--- config.mk ---
export PLATFORM = sky130hd
export DESIGN_NAME = aha_parallel_to_ahb_flat
export DESIGN_NICKNAME = d
export VERILOG_FILES = /design/src/rtl/aha_parallel_to_ahb_if.sv /design/src/rtl/aha_parallel_to_ahb.sv /design/src/flat_wrapper.sv
export SDC_FILE = /design/constraint.sdc
export NUM_CORES = 1
export LEC_CHECK = 0
export ABC_AREA = 1
export CAP_MARGIN = 0
export CORE_ASPECT_RATIO = 2
export CORE_UTILIZATION = 46
export DETAILED_ROUTE_END_ITERATION = 12
export GPL_TIMING_DRIVEN = 0
export PLACE_DENSITY = 0.88
export SKIP_LAST_GASP = 1
export SLEW_MARGIN = 25
export SYNTH_ARGS = -nofsm -noshare
export SYNTH_HDL_FRONTEND = slang
export SYNTH_SLANG_ARGS = --single-unit
--- constraint.sdc ---
create_clock -name clk -period 3.25 [get_ports clk]
set_input_delay 0.65 -clock clk [delete_from_list [all_inputs] [get_ports clk]]
set_output_delay 0.65 -clock clk [all_outputs]
set_load 0.02 [all_outputs]
--- src/rtl/aha_parallel_to_ahb_if.sv ---
`default_nettype none
// ============================================================================
//  Module      : aha_parallel_to_ahb_if
//  Description : Bundle of the PAR_* register-access handshake and the
//                AHB-Lite initiator signals used by aha_parallel_to_ahb.
//                The master modport is the bridge's view; the slave modport
//                is the view of the surrounding requester plus AHB fabric.
//  Revision    : 1.0  initial release
// ============================================================================
interface aha_parallel_to_ahb_if #(
  parameter int ADDR_WIDTH = 12
);
  // Parallel requester side
  logic [ADDR_WIDTH-1:0] PAR_ADDR;
  logic                  PAR_RD_EN;
  logic                  PAR_WR_EN;
  logic [3:0]            PAR_WR_STRB;
  logic [31:0]           PAR_WR_DATA;
  logic [31:0]           PAR_RD_DATA;
  logic                  PAR_ACK;
  logic                  PAR_NACK;
  logic                  PAR_BUSY;

  // AHB-Lite initiator side
  logic [31:0]           HADDR;
  logic [1:0]            HTRANS;
  logic                  HWRITE;
  logic [2:0]            HSIZE;
  logic [2:0]            HBURST;
  logic [3:0]            HPROT;
  logic                  HMASTLOCK;
  logic [31:0]           HWDATA;
  logic [31:0]           HRDATA;
  logic                  HREADY;
  logic [1:0]            HRESP;

  modport master (
    input  PAR_ADDR, PAR_RD_EN, PAR_WR_EN, PAR_WR_STRB, PAR_WR_DATA,
    input  HRDATA, HREADY, HRESP,
    output PAR_RD_DATA, PAR_ACK, PAR_NACK, PAR_BUSY,
    output HADDR, HTRANS, HWRITE, HSIZE, HBURST, HPROT, HMASTLOCK, HWDATA
  );

  modport slave (
    output PAR_ADDR, PAR_RD_EN, PAR_WR_EN, PAR_WR_STRB, PAR_WR_DATA,
    output HRDATA, HREADY, HRESP,
    input  PAR_RD_DATA, PAR_ACK, PAR_NACK, PAR_BUSY,
    input  HADDR, HTRANS, HWRITE, HSIZE, HBURST, HPROT, HMASTLOCK, HWDATA
  );
endinterface
`default_nettype wire

--- src/rtl/aha_parallel_to_ahb.sv ---
`default_nettype none
// ============================================================================
//  Module      : aha_parallel_to_ahb
//  Description : AHB-Lite initiator that turns single PAR_* read/write
//                requests into single AHB transfers, one outstanding at a
//                time. Optional HREADY-low timeout is enabled by defining
//                the macro AHA_P2AHB_TIMEOUT_EN (adds port TIMEOUT_FLAG).
//  Revision    : 1.0  initial release
// ============================================================================
module aha_parallel_to_ahb #(
  parameter int          ADDR_WIDTH     = 12,
  parameter logic [31:0] BASE_ADDR      = 32'h4000_0000,
  parameter int          TIMEOUT_CYCLES = 256
) (
  input  logic                  clk,
  input  logic                  reset,
  aha_parallel_to_ahb_if.master bus
`ifdef AHA_P2AHB_TIMEOUT_EN
  ,
  output logic                  TIMEOUT_FLAG
`endif
);

  // FSM encoding
  localparam logic [1:0] c_ST_IDLE = 2'd0;
  localparam logic [1:0] c_ST_ADDR = 2'd1;
  localparam logic [1:0] c_ST_DATA = 2'd2;
  localparam logic [1:0] c_ST_ERR  = 2'd3;

  // AHB encodings
  localparam logic [1:0] c_HTRANS_IDLE   = 2'b00;
  localparam logic [1:0] c_HTRANS_NONSEQ = 2'b10;
  localparam logic [2:0] c_HSIZE_BYTE    = 3'b000;
  localparam logic [2:0] c_HSIZE_HALF    = 3'b001;
  localparam logic [2:0] c_HSIZE_WORD    = 3'b010;

  // Registered state and outputs
  logic [1:0]  state_q,   state_d;
  logic [31:0] haddr_q,   haddr_d;
  logic [1:0]  htrans_q,  htrans_d;
  logic        hwrite_q,  hwrite_d;
  logic [2:0]  hsize_q,   hsize_d;
  logic [31:0] hwdata_q,  hwdata_d;
  logic [31:0] wdata_q,   wdata_d;
  logic [31:0] rdata_q,   rdata_d;
  logic        ack_q,     ack_d;
  logic        nack_q,    nack_d;
  logic        busy_q,    busy_d;

  // Request decode
  logic        req_w;
  logic        accept_w;
  logic        dec_legal_w;
  logic [2:0]  dec_size_w;
  logic [1:0]  dec_off_w;

`ifdef AHA_P2AHB_TIMEOUT_EN
  localparam int c_CNT_W = $clog2(TIMEOUT_CYCLES + 1);
  logic [c_CNT_W-1:0] cnt_q, cnt_d;
  logic               tflag_q, tflag_d;
`endif

  // Address bits [1:0] come from the strobe decode and HRESP[1] carries no
  // extra information for a single-transfer initiator.
  logic unused_w;
`ifdef AHA_P2AHB_TIMEOUT_EN
  assign unused_w = ^{bus.PAR_ADDR[1:0], bus.HRESP[1]};
`else
  assign unused_w = ^{bus.PAR_ADDR[1:0], bus.HRESP[1], (TIMEOUT_CYCLES > 0)};
`endif

  // A new request is only looked at once the previous one has fully retired
  assign req_w    = bus.PAR_RD_EN | bus.PAR_WR_EN;
  assign accept_w = (state_q == c_ST_IDLE) && !busy_q && req_w;

  // Strobe pattern -> transfer size and byte offset; anything else is refused
  always_comb begin
    dec_legal_w = 1'b1;
    dec_size_w  = c_HSIZE_WORD;
    dec_off_w   = 2'd0;
    if (bus.PAR_RD_EN && bus.PAR_WR_EN) begin
      dec_legal_w = 1'b0;
    end else if (bus.PAR_WR_EN) begin
      case (bus.PAR_WR_STRB)
        4'b1111: begin dec_size_w = c_HSIZE_WORD; dec_off_w = 2'd0; end
        4'b0011: begin dec_size_w = c_HSIZE_HALF; dec_off_w = 2'd0; end
        4'b1100: begin dec_size_w = c_HSIZE_HALF; dec_off_w = 2'd2; end
        4'b0001: begin dec_size_w = c_HSIZE_BYTE; dec_off_w = 2'd0; end
        4'b0010: begin dec_size_w = c_HSIZE_BYTE; dec_off_w = 2'd1; end
        4'b0100: begin dec_size_w = c_HSIZE_BYTE; dec_off_w = 2'd2; end
        4'b1000: begin dec_size_w = c_HSIZE_BYTE; dec_off_w = 2'd3; end
        default: dec_legal_w = 1'b0;
      endcase
    end
  end

  // Transfer sequencing: address phase, data phase, two-cycle error wait
  always_comb begin
    state_d  = state_q;
    haddr_d  = haddr_q;
    htrans_d = htrans_q;
    hwrite_d = hwrite_q;
    hsize_d  = hsize_q;
    hwdata_d = hwdata_q;
    wdata_d  = wdata_q;
    rdata_d  = rdata_q;
    ack_d    = 1'b0;
    nack_d   = 1'b0;
    busy_d   = busy_q;
`ifdef AHA_P2AHB_TIMEOUT_EN
    cnt_d    = cnt_q;
    tflag_d  = tflag_q;
`endif

    // BUSY drops in the cycle after the ACK/NACK pulse
    if (ack_q || nack_q) begin
      busy_d = 1'b0;
    end

    case (state_q)
      c_ST_IDLE: begin
        if (accept_w) begin
          busy_d = 1'b1;
          if (dec_legal_w) begin
            state_d  = c_ST_ADDR;
            htrans_d = c_HTRANS_NONSEQ;
            haddr_d  = {BASE_ADDR[31:ADDR_WIDTH],
                        bus.PAR_ADDR[ADDR_WIDTH-1:2], dec_off_w};
            hwrite_d = bus.PAR_WR_EN;
            hsize_d  = dec_size_w;
            wdata_d  = bus.PAR_WR_DATA;
          end else begin
            nack_d = 1'b1;
          end
        end
      end

      c_ST_ADDR: begin
        // Address/control stay frozen until the slave accepts them
        if (bus.HREADY) begin
          state_d  = c_ST_DATA;
          htrans_d = c_HTRANS_IDLE;
          if (hwrite_q) begin
            hwdata_d = wdata_q;
          end
        end
      end

      c_ST_DATA: begin
        if (bus.HRESP[0]) begin
          if (bus.HREADY) begin
            // Single-cycle ERROR is a slave protocol violation; still fail it
            nack_d  = 1'b1;
            state_d = c_ST_IDLE;
          end else begin
            state_d = c_ST_ERR;
          end
        end else if (bus.HREADY) begin
          ack_d   = 1'b1;
          state_d = c_ST_IDLE;
          if (!hwrite_q) begin
            rdata_d = bus.HRDATA;
          end
        end
      end

      c_ST_ERR: begin
        if (bus.HREADY) begin
          nack_d  = 1'b1;
          state_d = c_ST_IDLE;
        end
      end

      default: begin
        state_d  = c_ST_IDLE;
        htrans_d = c_HTRANS_IDLE;
      end
    endcase

`ifdef AHA_P2AHB_TIMEOUT_EN
    // Abandon a transfer after too many consecutive HREADY-low cycles
    if (state_q == c_ST_IDLE || bus.HREADY) begin
      cnt_d = '0;
    end else if (cnt_q == c_CNT_W'(TIMEOUT_CYCLES - 1)) begin
      cnt_d    = '0;
      state_d  = c_ST_IDLE;
      htrans_d = c_HTRANS_IDLE;
      ack_d    = 1'b0;
      nack_d   = 1'b1;
      tflag_d  = 1'b1;
    end else begin
      cnt_d = cnt_q + c_CNT_W'(1);
    end
`endif
  end

  // State and output registers
  always_ff @(posedge clk) begin
    if (reset) begin
      state_q  <= c_ST_IDLE;
      haddr_q  <= '0;
      htrans_q <= c_HTRANS_IDLE;
      hwrite_q <= 1'b0;
      hsize_q  <= c_HSIZE_WORD;
      hwdata_q <= '0;
      wdata_q  <= '0;
      rdata_q  <= '0;
      ack_q    <= 1'b0;
      nack_q   <= 1'b0;
      busy_q   <= 1'b0;
    end else begin
      state_q  <= state_d;
      haddr_q  <= haddr_d;
      htrans_q <= htrans_d;
      hwrite_q <= hwrite_d;
      hsize_q  <= hsize_d;
      hwdata_q <= hwdata_d;
      wdata_q  <= wdata_d;
      rdata_q  <= rdata_d;
      ack_q    <= ack_d;
      nack_q   <= nack_d;
      busy_q   <= busy_d;
    end
  end

`ifdef AHA_P2AHB_TIMEOUT_EN
  // Timeout counter and sticky flag
  always_ff @(posedge clk) begin
    if (reset) begin
      cnt_q   <= '0;
      tflag_q <= 1'b0;
    end else begin
      cnt_q   <= cnt_d;
      tflag_q <= tflag_d;
    end
  end

  assign TIMEOUT_FLAG = tflag_q;
`endif

  assign bus.PAR_RD_DATA = rdata_q;
  assign bus.PAR_ACK     = ack_q;
  assign bus.PAR_NACK    = nack_q;
  assign bus.PAR_BUSY    = busy_q;
  assign bus.HADDR       = haddr_q;
  assign bus.HTRANS      = htrans_q;
  assign bus.HWRITE      = hwrite_q;
  assign bus.HSIZE       = hsize_q;
  assign bus.HBURST      = 3'b000;
  assign bus.HPROT       = 4'b0011;
  assign bus.HMASTLOCK   = 1'b0;
  assign bus.HWDATA      = hwdata_q;

endmodule
`default_nettype wire

--- src/flat_wrapper.sv ---
// flat-port wrapper written by rule: the top's interface ports become plain ports
module aha_parallel_to_ahb_flat 
#(
  parameter int          ADDR_WIDTH     = 12,
  parameter logic [31:0] BASE_ADDR      = 32'h4000_0000,
  parameter int          TIMEOUT_CYCLES = 256
)
  (clk, reset, bus_PAR_ADDR, bus_PAR_RD_EN, bus_PAR_WR_EN, bus_PAR_WR_STRB, bus_PAR_WR_DATA, bus_HRDATA, bus_HREADY, bus_HRESP, bus_PAR_RD_DATA, bus_PAR_ACK, bus_PAR_NACK, bus_PAR_BUSY, bus_HADDR, bus_HTRANS, bus_HWRITE, bus_HSIZE, bus_HBURST, bus_HPROT, bus_HMASTLOCK, bus_HWDATA);
  aha_parallel_to_ahb_if #(.ADDR_WIDTH(ADDR_WIDTH)) bus_i ();
  input  logic clk;
  input  logic reset;
  input wire logic [$bits(bus_i.PAR_ADDR)-1:0] bus_PAR_ADDR;
  input wire logic [$bits(bus_i.PAR_RD_EN)-1:0] bus_PAR_RD_EN;
  input wire logic [$bits(bus_i.PAR_WR_EN)-1:0] bus_PAR_WR_EN;
  input wire logic [$bits(bus_i.PAR_WR_STRB)-1:0] bus_PAR_WR_STRB;
  input wire logic [$bits(bus_i.PAR_WR_DATA)-1:0] bus_PAR_WR_DATA;
  input wire logic [$bits(bus_i.HRDATA)-1:0] bus_HRDATA;
  input wire logic [$bits(bus_i.HREADY)-1:0] bus_HREADY;
  input wire logic [$bits(bus_i.HRESP)-1:0] bus_HRESP;
  output wire logic [$bits(bus_i.PAR_RD_DATA)-1:0] bus_PAR_RD_DATA;
  output wire logic [$bits(bus_i.PAR_ACK)-1:0] bus_PAR_ACK;
  output wire logic [$bits(bus_i.PAR_NACK)-1:0] bus_PAR_NACK;
  output wire logic [$bits(bus_i.PAR_BUSY)-1:0] bus_PAR_BUSY;
  output wire logic [$bits(bus_i.HADDR)-1:0] bus_HADDR;
  output wire logic [$bits(bus_i.HTRANS)-1:0] bus_HTRANS;
  output wire logic [$bits(bus_i.HWRITE)-1:0] bus_HWRITE;
  output wire logic [$bits(bus_i.HSIZE)-1:0] bus_HSIZE;
  output wire logic [$bits(bus_i.HBURST)-1:0] bus_HBURST;
  output wire logic [$bits(bus_i.HPROT)-1:0] bus_HPROT;
  output wire logic [$bits(bus_i.HMASTLOCK)-1:0] bus_HMASTLOCK;
  output wire logic [$bits(bus_i.HWDATA)-1:0] bus_HWDATA;
  assign bus_i.PAR_ADDR = bus_PAR_ADDR;
  assign bus_i.PAR_RD_EN = bus_PAR_RD_EN;
  assign bus_i.PAR_WR_EN = bus_PAR_WR_EN;
  assign bus_i.PAR_WR_STRB = bus_PAR_WR_STRB;
  assign bus_i.PAR_WR_DATA = bus_PAR_WR_DATA;
  assign bus_i.HRDATA = bus_HRDATA;
  assign bus_i.HREADY = bus_HREADY;
  assign bus_i.HRESP = bus_HRESP;
  assign bus_PAR_RD_DATA = bus_i.PAR_RD_DATA;
  assign bus_PAR_ACK = bus_i.PAR_ACK;
  assign bus_PAR_NACK = bus_i.PAR_NACK;
  assign bus_PAR_BUSY = bus_i.PAR_BUSY;
  assign bus_HADDR = bus_i.HADDR;
  assign bus_HTRANS = bus_i.HTRANS;
  assign bus_HWRITE = bus_i.HWRITE;
  assign bus_HSIZE = bus_i.HSIZE;
  assign bus_HBURST = bus_i.HBURST;
  assign bus_HPROT = bus_i.HPROT;
  assign bus_HMASTLOCK = bus_i.HMASTLOCK;
  assign bus_HWDATA = bus_i.HWDATA;
  aha_parallel_to_ahb #(.ADDR_WIDTH(ADDR_WIDTH), .BASE_ADDR(BASE_ADDR), .TIMEOUT_CYCLES(TIMEOUT_CYCLES)) u_core (.clk(clk), .reset(reset), .bus(bus_i));
endmodule
# --- After elaboration in Yosys (flattened, before gate mapping) ---
# Cells that the tools add are included.
word_totals:
  mem_bits_ro: 0
  wordCells: 73
  in_bits: 87
  latch_bits: 0
  register_bits: 120
  ramBits: 0
  out_inout_bits: 113
  mem_count: 0
classes:
  bitwise_logic: 4
  n_lt_le_gt_ge: 0
  n_eq_ne: 13
  add_sub_neg: 0
  reduce_logical: 17
  div: 0
  shifts: 0
  n_mux: 28
  n_mul: 0
op_table:
  columns: ["cell", "n"]
  rows:
  - ["$mux W2", 11]
  - ["$eq A4 B4 Y1 const B", 3]
  - ["$mux W1", 10]
  - ["$reduce_and A3 Y1", 3]
  - ["$eq A4 B2 Y1 const B", 2]
  - ["$pmux W2 S2", 2]
  - ["$pmux W2 S4", 1]
  - ["$reduce_and A4 Y1", 2]
  - ["$reduce_or A7 Y1", 1]
  - ["$mux W3", 2]
  - ["$pmux W2 S3", 1]
  - ["$eq A2 B2 Y1 const B", 2]
  - ["$eq A4 B1 Y1 const B", 1]
  - ["$eq A4 B3 Y1 const B", 1]
  - ["$ne A2 B1 Y1 const B", 2]
  - ["$reduce_or A2 Y1", 2]
  - ["$reduce_or A4 Y1", 1]
  - ["$logic_and A1 B1 Y1", 3]
  - ["$not A1 Y1", 3]
  - ["$pmux W1 S3", 1]
  - ["$reduce_or A3 Y1", 1]
  - ["$eq A2 B1 Y1 const B", 1]
  - ["$logic_not A2 Y1", 1]
  - ["$ne A2 B2 Y1 const B", 1]
  - ["other kinds (4)", 4]

# --- Depth between registers and ports, before layout ---
depth:
  word_depth: 8
  depth_mapped: 11
  depth_no_buf: 9

# --- Worst setup path before layout ---
# OpenSTA, ideal clock, no wires.
synth_path:
  path_kind: "input port to flip-flop"
  start: "input port bus_HRESP[0]"
  end: "register u_core.rdata_q[0] (netlist: u_core.bus.PAR_RD_DATA[0])"
  arrival_time_ns: 1.531
  path_stages: 7
  n_path_buf: 1
  path_slack_ns: 1.603
  required_ns: 3.134
  setup_time_ns: 0.116
  cell_sequence: "nor2_1 -> nand2_1 -> nor2_1 -> inv_1 -> clkbuf_1 -> nor2_1 -> nor2_1"
synth_via:
  elab_chain_len: 2
synth_lines:
  columns: ["item", "line_no", "rtl"]
  rows:
  - ["from (decl)", "flat_wrapper.sv:19", "input wire logic [$bits(bus_i.HRESP)-1:0] bus_HRESP;"]
  - ["$not A1 Y1 (no source line)", null, null]
  - ["$reduce_and A4 Y1 (no source line)", null, null]
  - ["to (signal assigned)", "aha_parallel_to_ahb.sv:219", "rdata_q <= rdata_d;"]
  - ["to (decl)", "aha_parallel_to_ahb.sv:45", "logic [31:0] rdata_q, rdata_d;"]
# No other way between the ends.
# A chain may end at the register's enable or synchronous reset.

==> reports/summary.md <==
### Clock tree
- **Resized Gates After CTS** 0
- **number of buffers added by the clock tree synthesis step** 17
- **clock transition at the registers of the reported paths** 0.05 ns
- **postcts setup bufs** 0
- **CTS tree** yes
- **Clk Latency, worst-skew pair** 0.41 ns
- **clock tree buffer depth** 2
- **clock tree root buffer cell** clkbuf_16
- **H-tree level count** 4
- **# clock sinks** 118
- **hold_buf cts** 0

### Job
- **number of max-cap violations** 0

### Global routing
- **vias in the first global route** 4732
- **total track usage** 0.252
- **global-route wire length before repair** 20800 µm
- **antenna violations before repair** 0
- **Overflow after GRT** 0
- **maximum number of pins on one net before global-route repair** 17

### Logic synthesis
- **Gate Count Post-Synth** 664
- **Mapped Area** 4740 µm²
- **library cell with the largest summed area after synthesis** dfxtp_1
- **fraction of post-synthesis cell area in the top cell type by area** 0.499
- **sequential element share of the synthesized area** 0.499
- **number of distinct standard cells referenced by the synthesized netlist** 22
- **top cells by area, synth** dfxtp_1, nor2_1, nand2_1
- **Synthesis Warnings** 0
- **Synth Register Bits** 118
- **synthesized area per cell** 7.14 µm²

### Setup path
- **largest fanout of any net on the critical path** 10
- **Setup CP Type** input port to flip-flop
- **Required @ worst endpoint** 3.59 ns
- **crit-path max cell delay** 0.49 ns
- **CP max stage cell** clkdlybuf4s50_1
- **nature of the critical path startpoint** input port
- **CP Buf/Inv Count** 4
- **critical path data arrival time** 2.48 ns
- **cell class contributing the biggest share of worst-path delay** buffers and inverters
- **capturing element type of the critical path** flip-flop
- **cell repeated most along the worst path** clkbuf_1
- **cell-by-cell listing of the critical path** clkdlybuf4s50_1 -> inv_1 -> clkbuf_1 -> clkbuf_1 -> nand2_1 -> nor2_1

### Cells and area
- **post-synthesis to final-layout area growth** 54.1%
- **most frequent standard cell in the layout excluding fill and tap cells** clkdlybuf4s50_1
- **area taken by flip-flops and latches** 2360 µm²
- **antenna fix cells** 0
- **commonest cells after routing, fill and taps aside** clkdlybuf4s50_1, nor2_1, dfxtp_1
- **Fillers** 809
- **combined area of the multi-input logic cells** 1770 µm²
- **share of final-layout standard cells stronger than drive strength 1** 0.0832
- **net count of the finished layout** 964

### Drt
- **DR WL/cell** 12.5 µm
- **Detailed Route Iter0 Violations** 145
- **Total Routed Length** 12800 µm
- **count of antenna-violating nets left after detailed routing** 0
- **detailed-route DRC error count** 0
- **number of search-and-repair iterations in the first detailed-routing pass** 4
- **vias per inst** 4.59
- **overall via count from detail_route** 4701

### Die
- **Die Footprint** 10700 µm²
- **Floorplan Core Area** 10100 µm²
- **horizontal die dimension** 73.8 µm
- **vertical die dimension** 146 µm
- **Initial Util** 0.470
- **num ports** 200
- **row cnt** 52

### Pwr
- **share of power burned in the clock network** 0.471
- **Int Pwr** 3.13 mW
- **net switching power** 1.06 mW
- **combinational power share** 0.149
- **Net Sw Frac** 0.254
- **post-route total power** 4.19 mW
- **share of total power in sequential cells** 0.380
- **Power per Cell Area** 574 nW/µm²
- **peak supply drop** 0.000399 V
- **leakage** 3.27 nW

### Timing
- **crit path time final** 2.15 ns
- **pins over their slew limit** 0
- **maximum clock frequency** 466 MHz
- **unrepaired setup endpoints after global routing** false
- **final-report setup violation count** 0
- **Clock Skews** 0.00580 ns
- **Hold Violations, Final** 0
- **final worst path period share** 0.660
- **worst-margin pin slew** 0.517 ns
- **final total negative setup slack** 0 ns
- **worst slew margin relative to its limit** 0.655

### Hold path
- **worst hold-check path type** flip-flop to flip-flop

### Placement
- **quantity of I/O buffers inserted on ports** 167
- **routability cong.** 0.791
- **Detailed Place HPWL** 9360 µm

### Run status
- **outcome** finished clean

==> registers in the layout, indices dropped and copies added (netlist names) <==
register,cells
u_core.bus.PAR_ACK,1
u_core.state_q,2
u_core.bus.HWDATA,32
u_core.wdata_q,32
u_core.bus.HADDR,13
u_core.bus.HTRANS,1
u_core.bus.PAR_BUSY,1
u_core.bus.HSIZE,2
u_core.bus.HWRITE,1
u_core.bus.PAR_NACK,1
u_core.bus.PAR_RD_DATA,32
==> cells in the mapped netlist <==
cell / n
a21oi_1: 41
buf_1: 2
buf_2: 7
buf_4: 30
buf_6: 2
clkbuf_1: 22
conb_1: 2
dfxtp_1: 118
inv_1: 87
inv_2: 1
nand2_1: 109
nand3_1: 5
nand3_2: 1
nand4_1: 4
nor2_1: 161
nor2_2: 2
nor3_4: 1
nor3b_1: 1
nor4_1: 1
o21a_1: 2
o21ai_0: 64
o32ai_1: 1
==> cells by family (layout without fill, tap and decap cells) <==
| family | Yosys count | after routing | share of synthesized area |
|---|---|---|---|
| simple gates | 285 | 285 | 0.236 |
| buf+inv | 151 | 349 | 0.148 |
| flops | 118 | 118 | 0.499 |
| compound gates | 108 | 108 | 0.116 |
| other cells | 2 | 29 | 0.00158 |
==> final cells by class <==
class	count	area share
multi-input combinational	422	0.243
clock inverter	12	0.0243
timing repair buffer	167	0.229
inverter	88	0.0452
buffer	63	0.0511
tap	135	0.0231
sequential	118	0.324
clock buffer	19	0.0607
==> worst min-delay path, stage by stage, from the launching register on <==
cell and delay, ns:
dfxtp_1 0.30, inv_1 0.04, a21oi_1 0.05
==> path summary, 6_finish.rpt <==
path | start | to | slack [ns] | depth (start not counted)
worst min-delay path | u_core.bus.HWDATA[17] | u_core.bus.HWDATA[17] | 0.44 | 2
worst max register to register | u_core.state_q[0] | u_core.bus.PAR_RD_DATA[13] | 1.51 | 7
worst min register to register | u_core.bus.HWDATA[17] | u_core.bus.HWDATA[17] | 0.44 | 2
worst max-delay path | reset | u_core.wdata_q[9] | 1.10 | 6
==> routing by layer <==
metal	GRT usage	wire length (µm)	part of all wire	vias to the layer above
li1	-	-	-	2386
met1	0.224	4370	0.34	2091
met2	0.470	7040	0.55	184
met3	0.0741	840	0.065	40
met4	0.154	585	0.046	0
met5	0	0	0	-
==> power by group through the flow <==
stage	logic [mW]	registers (mW)	clock network, mW
after CTS	0.629	1.59	1.99
after global placement	0.610	1.61	0
after floorplan	0.324	1.66	0
after global routing	0.695	1.60	2.04
final	0.626	1.59	1.97
after detailed placement	0.619	1.62	0
==> stage by stage <==
| step | util | hold slack (ns) | instance area (µm²) | instances | setup WS (ns) |
|---|---|---|---|---|---|
| 2_1_floorplan | - | 0.486 | 4840 | 691 | 1.60 |
| 3_3_place_gp | 0.662 | 0.431 | 6680 | 993 | 0.753 |
| 3_5_place_dp | 0.662 | 0.436 | 6680 | 993 | 0.704 |
| 4_1_cts | 0.724 | 0.444 | 7300 | 1024 | 1.09 |
| 5_1_grt | 0.724 | 0.468 | 7300 | 1024 | 0.935 |
| 6_report | 0.724 | 0.440 | 7300 | 1024 | 1.10 |
No activity file was read; power rests on OpenSTA's default activity.
